<file path="src/rtl/sdram_rd_pkg.sv">
// Shared types and sizing helpers for the SDRAM frame read path.
package sdram_rd_pkg;

  typedef enum logic [1:0] {
    ST_IDLE = 2'd0,
    ST_REQ  = 2'd1,
    ST_WAIT = 2'd2
  } rd_state_t;

  localparam int DEF_ADDR_W      = 21;
  localparam int DEF_DATA_W      = 16;
  localparam int DEF_BURST_LEN   = 8;
  localparam int DEF_FRAME_WORDS = 307200;
  localparam int DEF_FIFO_DEPTH  = 32;

  // Burst counter must hold FRAME_WORDS/BURST_LEN itself, not just count below it.
  function automatic int bcnt_w(input int frame_words, input int burst_len);
    return $clog2(frame_words / burst_len + 1);
  endfunction

  function automatic int fcnt_w(input int depth);
    return $clog2(depth + 1);
  endfunction

endpackage

</file>
<file path="src/rtl/frame_rd_fifo.sv">
// First-word-fall-through FIFO with a registered head word; exposes fill count.
module frame_rd_fifo import sdram_rd_pkg::*; #(
  parameter int W     = DEF_DATA_W + 1,
  parameter int DEPTH = DEF_FIFO_DEPTH,
  parameter int CW    = fcnt_w(DEPTH)
) (
  input  logic          I_clk,
  input  logic          I_rst_n,
  input  logic          I_wr_en,
  input  logic [W-1:0]  I_wr_data,
  input  logic          I_rd_en,
  output logic [W-1:0]  O_rd_data,
  output logic          O_rd_valid,
  output logic [CW-1:0] O_count,
  output logic          O_ovf
);

  localparam int AW = $clog2(DEPTH);

  logic [W-1:0]  r_mem [DEPTH];
  logic [AW-1:0] r_wptr, r_rptr;
  logic [CW-1:0] r_count;
  logic          r_vld;
  logic [W-1:0]  r_data;

  logic          w_pop, w_push, w_full, w_bypass;
  logic [AW-1:0] w_rptr_nxt;
  logic [CW-1:0] w_count_nxt;

  assign w_pop       = r_vld & I_rd_en;
  assign w_full      = (r_count == CW'(DEPTH));
  assign w_push      = I_wr_en & (~w_full | w_pop);
  assign w_rptr_nxt  = r_rptr + AW'(w_pop);
  assign w_count_nxt = r_count + CW'(w_push) - CW'(w_pop);
  // Write lands in the slot that becomes the head: forward it straight to the output.
  assign w_bypass    = w_push & (r_wptr == w_rptr_nxt);

  assign O_rd_data  = r_data;
  assign O_rd_valid = r_vld;
  assign O_count    = r_count;
  assign O_ovf      = I_wr_en & w_full & ~w_pop;

  always_ff @(posedge I_clk) begin
    if (w_push) r_mem[r_wptr] <= I_wr_data;
  end

  always_ff @(posedge I_clk or negedge I_rst_n) begin
    if (!I_rst_n) begin
      r_wptr  <= '0;
      r_rptr  <= '0;
      r_count <= '0;
      r_vld   <= 1'b0;
      r_data  <= '0;
    end else begin
      r_wptr  <= r_wptr + AW'(w_push);
      r_rptr  <= w_rptr_nxt;
      r_count <= w_count_nxt;
      r_vld   <= (w_count_nxt != '0);
      if (w_bypass)                 r_data <= I_wr_data;
      else if (w_count_nxt != '0)   r_data <= r_mem[w_rptr_nxt];
    end
  end

endmodule

</file>
<file path="src/rtl/sdram_frame_reader.sv">
// Frame read master: issues fixed-length SDRAM read bursts and streams the data out.
module sdram_frame_reader import sdram_rd_pkg::*; #(
  parameter int ADDR_W      = DEF_ADDR_W,
  parameter int DATA_W      = DEF_DATA_W,
  parameter int BURST_LEN   = DEF_BURST_LEN,
  parameter int FRAME_WORDS = DEF_FRAME_WORDS,
  parameter int FIFO_DEPTH  = DEF_FIFO_DEPTH
) (
  input  logic              I_clk,
  input  logic              I_rst_n,
  input  logic              I_frame_start,
  input  logic [ADDR_W-1:0] I_frame_base,
  output logic              O_sdrc_rd_n,
  output logic [ADDR_W-1:0] O_sdrc_addr,
  input  logic              I_sdrc_busy_n,
  input  logic              I_sdrc_rd_valid,
  input  logic [DATA_W-1:0] I_sdrc_data,
  output logic [DATA_W-1:0] O_data,
  output logic              O_sof,
  output logic              O_valid,
  input  logic              I_ready,
  output logic              O_busy,
  output logic              O_frame_done,
  output logic              O_frame_drop,
  output logic              O_err
);

  localparam int NBURST = FRAME_WORDS / BURST_LEN;
  localparam int BCW    = bcnt_w(FRAME_WORDS, BURST_LEN);
  localparam int CW     = fcnt_w(FIFO_DEPTH);
  localparam int BW     = $clog2(BURST_LEN + 1);
  localparam logic [CW-1:0] SPACE = CW'(FIFO_DEPTH - BURST_LEN);

  rd_state_t         r_state, w_state_nxt;
  logic [ADDR_W-1:0] r_addr;
  logic [BCW-1:0]    r_bursts;
  logic [BW-1:0]     r_beat;
  logic              r_sof, r_rd_n, r_busy, r_done, r_drop, r_err;

  logic              w_req_fire, w_last_beat, w_fifo_wr, w_ovf;
  logic [CW-1:0]     w_count;
  logic [DATA_W:0]   w_fifo_dout;

  assign w_fifo_wr = (r_state == ST_WAIT) & I_sdrc_rd_valid;

  frame_rd_fifo #(.W(DATA_W + 1), .DEPTH(FIFO_DEPTH)) u_fifo (
    .I_clk      (I_clk),
    .I_rst_n    (I_rst_n),
    .I_wr_en    (w_fifo_wr),
    .I_wr_data  ({r_sof, I_sdrc_data}),
    .I_rd_en    (I_ready),
    .O_rd_data  (w_fifo_dout),
    .O_rd_valid (O_valid),
    .O_count    (w_count),
    .O_ovf      (w_ovf)
  );

  assign O_data       = w_fifo_dout[DATA_W-1:0];
  assign O_sof        = w_fifo_dout[DATA_W];
  assign O_sdrc_rd_n  = r_rd_n;
  assign O_sdrc_addr  = r_addr;
  assign O_busy       = r_busy;
  assign O_frame_done = r_done;
  assign O_frame_drop = r_drop;
  assign O_err        = r_err;

  always_comb begin
    w_state_nxt = r_state;
    w_req_fire  = 1'b0;
    w_last_beat = 1'b0;
    case (r_state)
      ST_IDLE: if (I_frame_start) w_state_nxt = ST_REQ;
      // Only ask for a burst when it is guaranteed to fit.
      ST_REQ: if (I_sdrc_busy_n && (w_count <= SPACE)) begin
        w_req_fire  = 1'b1;
        w_state_nxt = ST_WAIT;
      end
      ST_WAIT: if (I_sdrc_rd_valid && (r_beat == BW'(BURST_LEN - 1))) begin
        w_last_beat = 1'b1;
        w_state_nxt = (r_bursts == BCW'(1)) ? ST_IDLE : ST_REQ;
      end
      default: w_state_nxt = ST_IDLE;
    endcase
  end

  always_ff @(posedge I_clk or negedge I_rst_n) begin
    if (!I_rst_n) begin
      r_state  <= ST_IDLE;
      r_addr   <= '0;
      r_bursts <= '0;
      r_beat   <= '0;
      r_sof    <= 1'b0;
      r_rd_n   <= 1'b1;
      r_busy   <= 1'b0;
      r_done   <= 1'b0;
      r_drop   <= 1'b0;
      r_err    <= 1'b0;
    end else begin
      r_state <= w_state_nxt;
      r_busy  <= (w_state_nxt != ST_IDLE);
      r_rd_n  <= ~w_req_fire;
      r_done  <= w_last_beat & (r_bursts == BCW'(1));
      r_drop  <= I_frame_start & (r_state != ST_IDLE);
      r_err   <= r_err | (I_sdrc_rd_valid & (r_state != ST_WAIT)) | w_ovf;
      if (r_state == ST_IDLE && I_frame_start) begin
        r_addr   <= I_frame_base;
        r_bursts <= BCW'(NBURST);
        r_sof    <= 1'b1;
      end
      if (w_req_fire) r_beat <= '0;
      if (w_fifo_wr) begin
        r_sof  <= 1'b0;
        r_beat <= r_beat + BW'(1);
      end
      if (w_last_beat) begin
        r_addr   <= r_addr + ADDR_W'(BURST_LEN);
        r_bursts <= r_bursts - BCW'(1);
      end
    end
  end

endmodule
</file>
<file path="config.mk">
export PLATFORM = sky130hd
export DESIGN_NAME = sdram_frame_reader
export DESIGN_NICKNAME = d
export VERILOG_FILES = /design/src/rtl/sdram_rd_pkg.sv /design/src/rtl/frame_rd_fifo.sv /design/src/rtl/sdram_frame_reader.sv
export SDC_FILE = /design/constraint.sdc
export NUM_CORES = 1
export LEC_CHECK = 0
export BUFFER_PORTS_ARGS = -buffer_cell sky130_fd_sc_hd__buf_4
export CAP_MARGIN = 20
export CORE_ASPECT_RATIO = 0.6
export CORE_MARGIN = 5
export CORE_UTILIZATION = 43
export CTS_BUF_LIST = sky130_fd_sc_hd__clkbuf_4 sky130_fd_sc_hd__clkbuf_8 sky130_fd_sc_hd__clkbuf_16
export CTS_CLUSTER_SIZE = 20
export DETAILED_ROUTE_END_ITERATION = 8
export SLEW_MARGIN = 20
export SYNTH_ARGS = -nofsm -noshare
export SYNTH_HDL_FRONTEND = slang
export SYNTH_SLANG_ARGS = --single-unit
</file>
<file path="constraint.sdc">
create_clock -name I_clk -period 3.5 [get_ports I_clk]
set_clock_uncertainty 0.2 [all_clocks]
set_input_delay 0.35 -clock I_clk [delete_from_list [all_inputs] [get_ports I_clk]]
set_output_delay 0.35 -clock I_clk [all_outputs]
set_load 0.005 [all_outputs]
</file>
==> impl_metrics.py <==
metrics = {
    "status": {
        "outcome": "finished, violations left",
        "violations": "negative setup slack",
    },
    "drt": {
        "first_pass_iters": 5,
        "drt_iter0_markers": 1370,
        "drc": 0,
        "vias": 13960,
        "wl_um": 64920,
        "detail-route-antenna-nets": 0,
        "wl_per_cell_um": 26.81,
        "vias_per_cell": 5.764,
    },
    "die": {
        "io_pins": 87,
        "core_um2": 57860,
        "chipWidth_um": 323.3,
        "die-area_um2": 64010,
        "start_util": 0.4378,
        "rows": 68,
        "die_y_um": 198.0,
    },
    "worst_setup_path": {
        "crit_type": "flop to flop",
        "cp-start-kind": "flop",
        "crit_chain": "and2_4, or4_4, nand2_4, inv_4, ha_4, fa_2, xor2_1, or3_1, or4_4, buf_12, mux2_1, mux2_4",
        "path_delay_family": "simple AND/OR/NAND/NOR gates",
        "path_buf_inv": 2,
        "reg2reg_to": "u_fifo.O_rd_data[2]",
        "cpPeakStageDelay_ns": 0.50,
        "cp-end-kind": "flop",
        "rr_worst_depth": 12,
        "cp_max_fo": 18,
        "worstPathRequired_ns": 3.80,
        "rr_startpoint": "u_fifo.O_rd_valid",
        "critical_path.most_common_cell": "or4_4",
        "reg2reg_slack_ns": -0.29,
        "cpMaxStageDelayCell": "or4_4",
        "cp_data_arrival_time_ns": 4.09,
    },
    "clock_network": {
        "clock_path_buffers": 3,
        "h-tree-depth": 2,
        "cts_buffers": 57,
        "cts_root_buffer": "clkbuf_16",
        "cts_tree": "built",
        "clk_latency_ns": 0.61,
        "path_clk_slew_ns": 0.07,
        "cts_sinks": 627,
        "cts_setup_buffers": 0,
    },
    "power_and_ir_drop": {
        "total_power_mw": 26.70,
        "leakage_nw": 10.49,
        "ir_drop_uv": 513.1,
        "power_density_nw_per_um2": 874.5,
    },
    "global_route": {
        "grt_antenna_before_repair": 4,
        "grt_pass1_wl_um": 95120,
        "overflow": 0,
        "grt_pass1_vias": 14010,
        "grt_max_degree": 71,
        "grt.total_usage": 0.2029,
    },
    "synthesis": {
        "synthFlopType": "edfxtp_1",
        "synthTopCellsByArea": "edfxtp_1 64%, mux4_2 12%, dfrtp_1 8.1%, mux2_2 1.5%, a221oi_1 1.2%",
        "netlist_instances": 1336,
        "netlist.area_leader.share": 0.6450,
        "synth_seq_cells": 627,
        "synth.distinct_cells": 64,
        "syn_nets": 1398,
        "synth-edff-count": 544,
        "yosysSeqAreaShare": 0.7271,
        "synth_top_cell_by_area": "edfxtp_1",
        "async_flop_share": 0.1324,
        "syn_area_per_cell_um2": 18.96,
        "ys_warn_count": 0,
        "synth.cell_area_um2": 25330,
    },
    "timing": {
        "worst_pin_slew_ns": 0.7856,
        "clock.fmax_mhz": 263.7,
        "grt_setup_unrepaired": "true",
        "fin_crit_sh": 1.083,
        "hold_viol_final": 0,
        "fin_crit_ns": 3.792,
        "fin_ws_ns": -0.2921,
        "setup_viol": 17,
        "slew_viol_final": 0,
        "slew-limit-headroom": 0.4743,
    },
    "worst_hold_path": {
        "hold_end": "u_fifo.r_mem[12][10]",
        "hp-class": "input port to flop",
        "min_path_cells": 1,
        "hp-start": "I_sdrc_data[10]",
    },
    "final_layout": {
        "final_cells": 2421,
        "final_layout_size_suffix_gt1_frac": 0.3412,
        "final_net_count": 1666,
        "syn_to_final_growth_pct": 20.54,
    },
    "run": {
        "cap_violations": 0,
    },
    "place": {
        "gp_routability_congestion": 0.9063,
        "dp_hpwl_um": 40260,
        "port_buffers": 86,
        "dp_slack_ns": -0.4863,
        "dp.cells": 2276,
    },
}
## state kept, by name (all words and copies together) (netlist names)
register,flops
O_frame_drop,1
r_beat,4
u_fifo.r_mem,544
u_fifo.r_wptr,5
u_fifo.O_count,6
O_sdrc_rd_n,1
r_state,2
r_sof,1
O_busy,1
O_err,1
r_bursts,16
u_fifo.O_rd_valid,1
O_sdrc_addr,21
O_frame_done,1
u_fifo.O_rd_data,17
u_fifo.r_rptr,5
## worst register-to-register path, delay by kind of cell (launching register included)
kind	cells	cell delay (ns)
AND/OR/NAND/NOR	5	1.58
multiplexers	2	0.59
adder cells (fa/ha/maj)	2	0.53
flip-flops	1	0.38
buffers and inverters	2	0.22
XOR/XNOR	1	0.18
## what timing repair did
action                                 4_1_cts  5_1_grt
pin swaps                                    0        0
hold buffers                                38        0
resized for setup                            5        3
setup endpoints to repair                   17       17
endpoints found under the hold margin      397        0
## cell families after synthesis
group | Yosys count | share of synthesized area
DFF | 627 | 0.7271
and+or+nand+nor | 237 | 0.04782
muxes | 207 | 0.1529
AOI/OAI and AO/OA | 145 | 0.04259
buffers and inverters | 86 | 0.01482
adders and majority gates | 19 | 0.009683
xor gates and xnor gates | 15 | 0.005187
## report_power, final
part / total (mW) / internal, mW / switching, mW / leakage [nW]
Clock: 6.36 / 3.66 / 2.71 / 0.963
Combinational: 11.3 / 5.86 / 5.42 / 3.64
Sequential: 9.05 / 8.60 / 0.455 / 5.89
## cell type report
type	count	area, µm²
flip-flops and latches	627	18410
repair buffers	278	2444
well taps	770	963.4
inverters	17	66.31
clock inverters	30	315.3
clock buffers	75	1598
diodes	1	2.502
multi-input cells	623	6726
fillers	4632	27330
## cells in the mapped netlist, drive strengths merged (19+ instances only)
master and n:
nor2 56, nor2b 39, dfrtp 82, edfxtp 544, mux2 51, buf 26, a221oi 34, nand2 58
o21ai 28, mux2i 20, mux4 136, clkbuf 42, a31oi 21, a2111oi 19
## placed cells by master, fill, tap and decap left out, types with 15 or more instances in the layout
| master | count |
|---|---|
| mux2i_1 | 20 |
| o21ai_0 | 27 |
| a31oi_1 | 20 |
| clkbuf_16 | 58 |
| mux4_2 | 136 |
| buf_4 | 218 |
| nor2_1 | 32 |
| nand2_1 | 56 |
| nand3_1 | 17 |
| a2111oi_0 | 19 |
| buf_12 | 20 |
| a221oi_1 | 34 |
| dlygate4sd3_1 | 38 |
| mux2_2 | 33 |
| edfxtp_1 | 544 |
| dfrtp_1 | 82 |
| nor2_2 | 18 |
| ha_1 | 15 |
| nor2b_1 | 39 |
## stage by stage
stage               utilization  hold slack (ns)  instance area [µm²]  setup TNS, ns
global route             0.5276          0.02272                30530         -6.321
global placement         0.4869           0.2450                28170         -7.432
finish                   0.5277          0.02865                30530         -4.605
detailed placement       0.4872           0.2500                28190         -7.731
CTS                      0.5270         0.002407                30490         -4.317
floorplan                     -          -0.1456                25360         -2.723
## per-layer routing
metal / global-route usage / routed length (µm) / vias up
li1: - / - / 6010
met2: 0.2921 / 28440 / 457
met3: 0.04587 / 5118 / 85
met1: 0.3232 / 30370 / 7401
met5: 0 / 17 / -
met4: 0.03342 / 966 / 2
## how the worst max path moves through the flow
stage / startpoint / slack, ns / endpoint / depth (start not counted)
floorplan: u_fifo.O_count[3] / -0.24 / u_fifo.O_rd_data[0] / 15
CTS: u_fifo.O_rd_valid / -0.28 / u_fifo.O_rd_data[10] / 12
detailed placement: I_ready / -0.49 / u_fifo.O_rd_data[0] / 13
global placement: I_ready / -0.46 / u_fifo.O_rd_data[10] / 13
finish: u_fifo.O_rd_valid / -0.29 / u_fifo.O_rd_data[2] / 12
global route: u_fifo.O_rd_valid / -0.40 / u_fifo.O_rd_data[2] / 12
Note: power is estimated with default switching activity, not from simulation.
